--- config.mk ---
export PLATFORM = sky130hd
export DESIGN_NAME = rr_mux_reg
export DESIGN_NICKNAME = d
export VERILOG_FILES = /design/src/rtl/rr_mux_reg.sv
export SDC_FILE = /design/constraint.sdc
export NUM_CORES = 1
export LEC_CHECK = 0
export CORE_UTILIZATION = 50
export CTS_BUF_LIST = sky130_fd_sc_hd__clkbuf_8
export DETAILED_ROUTE_END_ITERATION = 10
export DONT_BUFFER_PORTS = 1
export PLACE_DENSITY = 0.68
export SLEW_MARGIN = 5
export SYNTH_ARGS = -nofsm -noshare
export SYNTH_HDL_FRONTEND = slang
export SYNTH_SLANG_ARGS = --single-unit
export TNS_END_PERCENT = 100
--- constraint.sdc ---
create_clock -name clk -period 2.8 [get_ports clk]
set_input_delay 0.56 -clock clk [delete_from_list [all_inputs] [get_ports clk]]
set_output_delay 0.56 -clock clk [all_outputs]
set_load 0.02 [all_outputs]
--- src/rtl/rr_mux_reg.sv ---
// Registered N:1 selector with per-channel valid/ready handshake.
// Channel choice is either an external index (mode=0) or round-robin from a rotating pointer (mode=1).
module rr_mux_reg #(
  parameter int WIDTH    = 8,
  parameter int CHANNELS = 4,
  parameter int SEL_W    = $clog2(CHANNELS)
) (
  input  logic                      clk,
  input  logic                      reset,
  input  logic                      mode,
  input  logic [SEL_W-1:0]          sel,
  input  logic [CHANNELS*WIDTH-1:0] in_data,
  input  logic [CHANNELS-1:0]       in_valid,
  output logic [CHANNELS-1:0]       in_ready,
  output logic [WIDTH-1:0]          out_data,
  output logic [SEL_W-1:0]          out_chan,
  output logic                      out_valid,
  input  logic                      out_ready
);

  logic [WIDTH-1:0] data_q, data_d;
  logic [SEL_W-1:0] chan_q, chan_d;
  logic             valid_q, valid_d;
  logic [SEL_W-1:0] ptr_q, ptr_d;

  logic             load;
  logic             gany;
  logic [SEL_W-1:0] gidx;
  logic             xfer;

  // Grant search: the first hit wins, so at most one channel is granted.
  always_comb begin
    int unsigned idx;
    gany = 1'b0;
    gidx = '0;
    idx  = 0;
    if (!mode) begin
      for (int unsigned i = 0; i < CHANNELS; i++) begin
        if (sel == SEL_W'(i) && in_valid[i]) begin
          gany = 1'b1;
          gidx = SEL_W'(i);
        end
      end
    end else begin
      for (int unsigned k = 0; k < CHANNELS; k++) begin
        idx = int'(ptr_q) + k;
        if (idx >= CHANNELS) idx = idx - CHANNELS;
        if (!gany && in_valid[SEL_W'(idx)]) begin
          gany = 1'b1;
          gidx = SEL_W'(idx);
        end
      end
    end
  end

  assign load     = ~valid_q | out_ready;
  assign xfer     = gany & load & ~reset;
  assign in_ready = xfer ? (CHANNELS'(1) << gidx) : '0;

  always_comb begin
    data_d  = data_q;
    chan_d  = chan_q;
    valid_d = valid_q;
    ptr_d   = ptr_q;
    if (xfer) begin
      data_d  = in_data[gidx*WIDTH +: WIDTH];
      chan_d  = gidx;
      valid_d = 1'b1;
      if (mode) ptr_d = (gidx == SEL_W'(CHANNELS-1)) ? '0 : gidx + 1'b1;
    end else if (valid_q && out_ready) begin
      valid_d = 1'b0;
    end
  end

  always_ff @(posedge clk) begin
    if (reset) begin
      data_q  <= '0;
      chan_q  <= '0;
      valid_q <= 1'b0;
      ptr_q   <= '0;
    end else begin
      data_q  <= data_d;
      chan_q  <= chan_d;
      valid_q <= valid_d;
      ptr_q   <= ptr_d;
    end
  end

  assign out_data  = data_q;
  assign out_chan  = chan_q;
  assign out_valid = valid_q;

endmodule

==> flow_results.org, run 1 <==
** Yosys
- Summing the areas of all compound-gate instances in the mapped netlist gives 40.5% of the synthesized area.
- The synthesized design contains 0 enable-type register cells.
- After synthesis, the largest family of logic cells by area is compound AO/OA/AOI/OAI gates.
- The cell area that synthesis handed to floorplanning was 1020 sq um.
- Post-Synthesis Net Count :: 178
- Syn avg cell area :: 7.57 sq um
- After technology mapping, the gate count stands at 135.
- Share of synthesized cell area in and, or, nand and nor gates :: 23.5%
- Sequential cells were found to cover 25.5% of the synthesized design area.
- Xor-xnor portion of the synthesized cell area :: 0%
- In the synthesized netlist the dominant register cell turns out to be dfxtp_1.
- Count of state elements after synthesis :: 13
- Adder-cell area share of the yosys netlist :: 1.22%
- Total of warnings raised by yosys :: 0
- The synthesized netlist contains 33 unique library cells.
- Share of async-settable or async-resettable flops after synthesis :: 0%
- The portion of synthesized area spent on multiplexers is 3.06%.

** Critical path
- Largest fanout on the critical path :: 9
- For flop-to-flop paths, the worst setup slack is 930 ps.
- Type of element launching the critical path :: flop
- At the worst endpoint, the required time is 2240 ps.
- Crit-path slowest cell :: dfxtp_1
- Count of cells along the worst register-to-register path :: 5
- Worst setup path category :: reg2out
- Walking the worst path, the cells encountered are nand2b_1 > a21oi_1 > o41a_1 > inv_2 > ha_1 > and2_1.
- The critical path starts at ptr_q[0].
- Number of logic stages on the critical path including buffering :: 6
- Number of buffer and inverter instances along the worst setup path :: 1
- On the worst path, the slowest cell contributes a delay of 400 ps.
- The worst setup path is captured at an output port.
- Among cell families on the critical path, the largest total delay comes from compound AO/OA/AOI/OAI gates.
- The worst register-to-register path begins at ptr_q[0].
- For the worst setup path, the data arrival time is 1820 ps.

** CTS
- The tree is rooted in a clkbuf_8.
- At the later pin of the worst-skew pair, clock insertion delay measures 240 ps.
- CTS H-Tree Depth :: 1
- Clock buffer count from CTS :: 3
- Hold-fix buffers at CTS :: 0
- Clock-pin slew of the registers on the worst-case setup and hold paths :: 60 ps
- The longest clock path from root to sink contains 2 buffers.
- TritonCTS clock tree :: built
- Counting every sink on the clock net gives 13.
- Post-CTS Setup Bufs :: 0
- Gates resized during post-CTS repair numbered 0.

** STA
- Once routing completed, OpenROAD measured the worst setup slack at 424 ps.
- Slew at the pin with the worst max-slew slack :: 577 ps
- Final Skew :: 4.12 ps
- Final Hold Viols :: 0
- Max transition margin :: 61.5%
- Timing would allow up to 421 MHz.
- Setup repair after global routing missed its margin :: false
- Total of endpoints with negative setup slack in the final report :: 0
- Setup TNS :: 0 ps
- Fraction of the cycle the final worst path needs :: 84.8%
- The worst path in the final design needs a cycle of 2380 ps, including I/O delays and setup.
- Pins over their slew limit :: 0

** Place
- Worst setup slack before clock tree synthesis :: 457 ps
- Detail Placement HPWL :: 2.01 mm
- Counting tap cells, the placed design contains a total of 160 instances.
- Port buffering added 0 buffers.
- Post-Place Cell Area :: 1070 sq um
- Gp weighted congestion :: 0.827

** Pwr
- Clk pwr share :: 30.7%
- Power comes to 541 uW.
- Net switching is 33.6% of the power.
- Worst voltage drop across the vdd grid :: 334 uV
- Switching power summed over all nets :: 182 uW
- Summed over all cells, the static leakage comes to 0.396 nW.
- Total power density per cell area :: 486 nW/um^2
- Gate power share :: 26.7%
- Int Power :: 359 uW
- Sequential fraction of design power :: 42.6%

** Min path
- Counting instances, the worst hold path has a depth of 1.
- In this run the most critical hold path is launched from reset.
- In this run the worst hold path is classified as in2reg.

** Layout
- Number of nets in the finished design :: 183
- Number of inserted diodes :: 0
- Fraction of layout cells with a size suffix above 1 :: 12.9%
- From synthesis to final layout, the design area changed by 8.94%.
- The finished cells cover 1110 sq um.
- The count of cells in the finished layout, fillers not included, comes to 164.

** Route
- The first routing iteration left 16 violations.
- Using the TritonRoute via totals, the vias-per-cell ratio works out to 6.59.
- After detailed routing, the average wire length per cell comes to 16.8 um.
- Via count :: 1080
- Pre-antenna DRT Iters :: 4
- Number of remaining DRC errors :: 0
- Once detail routing completed, the nets flagged for antenna violations numbered 0.
- For this block, the routed nets add up to 2.76 mm of wire.

** Floorplan
- Width of the die :: 47.2 um
- After floorplanning, the core was sized to cover 1820 sq um.
- The die is 47.2 um tall.
- Std cell rows :: 15
- Die footprint :: 2230 sq um
- The initial utilization of the core area, before any placement, comes to 56.2%.
- # IOs :: 57

** GRT
- Largest net degree at the start of global routing :: 25
- Via count of the first global-routing pass :: 987
- Global routing consumed, over all layers together, 26.6% of the routing resources.
- The number of antenna violations at the first check in global routing was 0.
- Summed over all layers, the global routing overflow is 0.
- Global-route wire length before repair :: 4.21 mm

** Outcome
- The flow ran to the end, and the final reports show no timing, DRC or antenna violations.

** Flow run
- Max-cap violations in this run came to 0.
-- state kept, by name (all words and copies together) (netlist names) --
name,flops
out_data,8
out_valid,1
ptr_q,2
out_chan,2
-- cell families (layout without fill, tap and decap cells) --
| logic type | count (synthesis) | after routing |
|---|---|---|
| and+or+nand+nor | 49 | 49 |
| AOI/OAI and AO/OA | 57 | 57 |
| muxes | 3 | 3 |
| DFF | 13 | 13 |
| adders and majority gates | 1 | 1 |
| buffers and inverters | 12 | 16 |
-- synthesized netlist by cell type (4+ instances only) --
library cell	n	area, sq um
nor2_1	8	30.0
nand2b_1	6	37.5
o21ai_0	18	90.1
a21oi_1	4	20.0
clkbuf_1	6	22.5
nand3_1	16	80.1
a211o_1	17	149
dfxtp_1	13	260
nand2_1	11	41.3
a31oi_1	8	50.1
-- path summary, 6_finish.rpt --
kind                 end
min reg2reg     ptr_q[1]
max          in_ready[3]
min          out_data[3]
max reg2reg  out_data[5]
-- cell usage in the layout (no fill, tap or decap) --
cell type  count
and2_1         1
mux2i_1        2
nand3_1       16
o32ai_2        1
a311oi_1       1
a211o_1       17
nand2_1       11
o21ai_0       18
a311o_1        1
a31oi_1        8
o21ai_1        1
dfxtp_1       13
o32a_1         1
inv_2          1
a21oi_1        4
buf_4          9
nand2b_1       6
or2_2          1
mux2_2         1
o41ai_2        1
or3_1          1
nor2_1         8
inv_1          3
nand3b_1       1
clkbuf_8       3
o41a_1         1
nor2b_1        2
a211oi_2       1
ha_1           1
nor3_1         1
nor3b_1        1
a211oi_1       2
-- area by class of cell --
| type | instances | area [sq um] |
|---|---|---|
| inverters | 3 | 11.3 |
| well taps | 25 | 31.3 |
| clock buffers | 3 | 41.3 |
| clock inverters | 1 | 3.75 |
| flip-flops and latches | 13 | 260 |
| multi-input cells | 110 | 698 |
| repair buffers | 9 | 67.6 |
| fillers | 182 | 707 |
-- power by group through the flow --
stage	clock network, mW	registers, mW	logic (mW)
2_1_floorplan	0	0.231	0.118
3_3_place_gp	0	0.234	0.139
4_1_cts	0.170	0.231	0.145
6_report	0.166	0.230	0.145
3_5_place_dp	0	0.235	0.144
5_1_grt	0.175	0.233	0.162
-- layer usage --
| metal | global-route usage [%] | part of all wire (%) | vias to the layer above |
|---|---|---|---|
| met5 | 0 | 0 | - |
| met4 | 5.71 | 0.58 | 0 |
| met1 | 30.7 | 40 | 507 |
| met2 | 48.9 | 52 | 49 |
| met3 | 6.92 | 7.2 | 2 |
| li1 | - | - | 522 |
-- metrics by stage --
| stage | hold WS (ps) | utilization (%) |
|---|---|---|
| 2_1_floorplan | 474 | - |
| 3_3_place_gp | 489 | 58.7 |
| 3_5_place_dp | 513 | 58.7 |
| 4_1_cts | 376 | 61.2 |
| 5_1_grt | 374 | 61.2 |
| 6_report | 379 | 61.2 |
Note: power is estimated with default switching activity, not from simulation.
==> run 2: changes to the inputs <==
--- a/config.mk
+++ b/config.mk
@@ -9,7 +9,7 @@
 export CTS_BUF_LIST = sky130_fd_sc_hd__clkbuf_8
 export DETAILED_ROUTE_END_ITERATION = 10
 export DONT_BUFFER_PORTS = 1
-export PLACE_DENSITY = 0.68
+export PLACE_DENSITY = 0.71
 export SLEW_MARGIN = 5
 export SYNTH_ARGS = -nofsm -noshare
 export SYNTH_HDL_FRONTEND = slang
==> constraint.sdc (replaced) <==
create_clock -name clk -period 2 [get_ports clk]
set_input_delay 0.4 -clock clk [delete_from_list [all_inputs] [get_ports clk]]
set_output_delay 0.4 -clock clk [all_outputs]
set_load 0.02 [all_outputs]
==> run 2 against run 1 <==
First-iteration DRC count is 94% higher. Global-route usage is 1.0 points higher. Clock skew is 1.5 ps lower. Critical endpoint is now in_ready[2]. Flip-flop and latch count stayed put. Non-clock buffer count is 7 higher. Final cell count is 4.3% higher. Clock power is 40% higher. Count of clock-buffer cells in the layout stayed put. The flow now finishes with violations (setup timing). Design area is 15% higher. Critical path depth is 1 higher. Combinational power is 87% higher.
==> flow_results.org, run 2 (synthesis results as in run 1) <==
** Route
- The total number of vias is 1131 (+4.7%).
- The average vias per placed instance was 6.61 (+0.44%).
- The number of remaining DRC errors was 0 (unchanged).
- Total length of routed wires :: 2.89 mm (+4.6%)
- The count of antenna-violating nets left after detailed routing was 0 (unchanged).
- Initial DRC count :: 31 (+15)
- The total iterations of the first detailed-routing run came to 4 (unchanged).
- Routed length per instance :: 16.9 um (+0.29%)

** Place
- Port Buffer Count :: 0 (unchanged)
- The post-DP HPWL came to 2.06 mm (+2.8%).
- Post-Place Cell Area :: 1160 sq um (+9.0%)
- The global placement routability congestion was 0.832 (+0.69%).

** Pwr
- The cell area power density is 642 nW/um^2 (+32%).
- The maximum VDD drop was 526 uV (+57%).
- The reported net switching power was 281 uW (+55%).
- Int Power :: 544 uW (+52%)
- The combinational share of power is 32.8% (+6.1 points).
- The part of the power in registers was 38.9% (-3.7 points).
- Net switching share of the total power :: 34.1% (+0.45 points)
- Clk pwr share :: 28.3% (-2.4 points)
- The standby leakage power was 0.457 nW (+15%).

** STA
- The total count of max-transition violations in the final report came to 0 (unchanged).
- Timing would allow up to 480 MHz.
- The final critical path takes up 104% of the cycle.
- Final Skew :: 2.63 ps (-1.49 ps)
- Final period demand of the worst path :: 2090 ps
- Setup TNS :: -289 ps (-289 ps)
- Slew at the pin with the worst max-slew slack :: 499 ps (-78.3 ps)
- Total of endpoints with negative setup slack in the final report :: 4 (+4)
- Final critical-path setup slack :: -85.5 ps (-510 ps)
- Setup repair after global routing could not meet its margin everywhere.
- Final Hold Viols :: 0 (unchanged)
- The normalized max-slew margin was 66.7% (+5.2 points).

** Floorplan
- The die span in x is 47.2 um (unchanged).
- Die footprint :: 2230 sq um (unchanged)
- The height of the die is 47.2 um (unchanged).
- The core area came to 1820 sq um (unchanged).
- The initial core utilization came to 56.2% (unchanged).
- # IOs :: 57 (unchanged)
- Std cell rows :: 15 (unchanged)

** Layout
- The proportion of layout cells with a drive suffix above 1 was 26.7% (+14 points).
- The post-route standard cell area excluding fillers was 1280 sq um (+15%).
- Layout Area Growth over Synthesis :: 25.7%
- Leaving out fill and tap cells, the most frequent cell in the layout is o21ai_0.
- The number of nets in the layout came to 190 (+3.8%).
- The flip-flop count of the largest register, all copies and words added is 8 (unchanged).
- Number of inserted diodes :: 0 (unchanged)
- Most used cells in the layout excluding fill and tap cells :: o21ai_0, a211o_1, nand3_1, buf_4, dfxtp_1

** Critical path
- Largest fanout on the critical path :: 6 (-3)
- The largest stage delay on the critical path is 490 ps (+90 ps).
- Number of buffer and inverter instances along the worst setup path :: 2 (+1)
- The required time reported for the critical path endpoint was 1600 ps (-640 ps).
- Type of element launching the critical path :: flop
- Worst setup path category :: reg2out
- Crit-path slowest cell :: o41a_1
- Kind of capture point of the worst setup path :: output port
- The worst endpoint data arrival time came to 1690 ps (-130 ps).
- Cells traversed along the worst timing path :: nand2b_4 > a21oi_2 > o41a_1 > buf_4 > buf_6 > nand2_4 > nor2_4
- The kind of cell with the highest combined delay along the critical path is compound AO/OA/AOI/OAI gates.

** GRT
- The sum of overflow across all layers after global routing came to 0 (unchanged).
- Via count of the first global-routing pass :: 999 (+1.2%)
- Global-route wire length before repair :: 4.38 mm (+4.1%)
- The overall routing resource usage came to 27.6% (+1.0 points).
- The number of antenna violations at the first check in global routing is 0 (unchanged).
- The maximum number of pins on one net before global-route repair is 25 (unchanged).

** CTS
- CTS H-Tree Depth :: 1 (unchanged)
- The number of buffers inserted by hold repair at cts came to 0 (unchanged).
- Number of buffers between clock root and the deepest sink :: 2 (unchanged)
- Clock sink total :: 13 (unchanged)
- The clock buffer count from CTS is 3 (unchanged).
- Root buffer cell :: clkbuf_8
- The clock insertion delay at the later pin of the skew report came to 240 ps (about the same).
- TritonCTS built the clock tree.
- Clock-pin slew of the registers on the worst-case setup and hold paths :: 60 ps (about the same)

** Flow run
- The reported max-cap violation count is 0 (unchanged).

** Outcome
- The flow ran to the end, but the final reports show violations.
- The final reports fail on setup timing.

** Min path
- The worst hold path belongs to the class in2reg.
-- run 2: changes by cell type in the layout (fill, tap and decap cells not counted), sizes merged --
cell,before,now
buf,9,16
-- run 2: layout make-up --
class	instances	area, sq um
multi-input combinational	110	808
fill	146	536
clock inverter	1	3.75
tap	25	31.3
clock buffer	3	41.3
sequential	13	262
timing repair buffer	16	128
inverter	3	11.3
-- run 2: routing by layer --
metal | up-vias | track usage [%] | part of all wire (%)
met5 | - | 0 | 0
met4 | 0 | 9.14 | 1.0
met3 | 4 | 5.00 | 6.8
met2 | 49 | 47.8 | 52
met1 | 538 | 34.5 | 41
li1 | 540 | - | -
-- run 2: through the flow --
stage	setup WS [ps]	total power [mW]	utilization [%]	hold slack (ps)	instances
after floorplan	-61.9	0.510	-	469	135
after detailed placement	32.0	0.563	64.0	474	164
final	-85.5	0.825	70.6	220	171
after CTS	-84.0	0.810	68.0	215	170
after global routing	-127	0.872	70.6	212	171
after global placement	50.2	0.556	64.0	472	164
-- run 2: worst reg2reg max path: stages, from the launching register on --
cell	delay [ps]
dfxtp_1	380
inv_1	100
a21oi_1	130
o41a_1	280
inv_2	80
buf_4	140
buf_4	150
a211o_1	270
a31oi_1	170
-- run 2: worst paths after layout --
kind | start | to | slack (ps) | depth (start not counted)
max | ptr_q[0] | in_ready[2] | -90 | 7
min | reset | out_data[3] | 220 | 1
max reg2reg | ptr_q[1] | out_data[4] | 210 | 8
min reg2reg | ptr_q[1] | ptr_q[1] | 530 | 2
-- run 2: power by group through the flow --
| stage | clock network, mW | registers, mW | logic, mW |
|---|---|---|---|
| global placement | 0 | 0.326 | 0.230 |
| detailed placement | 0 | 0.325 | 0.237 |
| finish | 0.233 | 0.321 | 0.271 |
| CTS | 0.237 | 0.321 | 0.252 |
| floorplan | 0 | 0.323 | 0.187 |
| global route | 0.250 | 0.324 | 0.297 |
-- run 2: timing repair --
action                     4_1_cts  5_1_grt
setup endpoints to repair        2        4
pin swaps                        2        3
resized for setup                5        6
cloned                           0        0
buffers inserted                 2        1
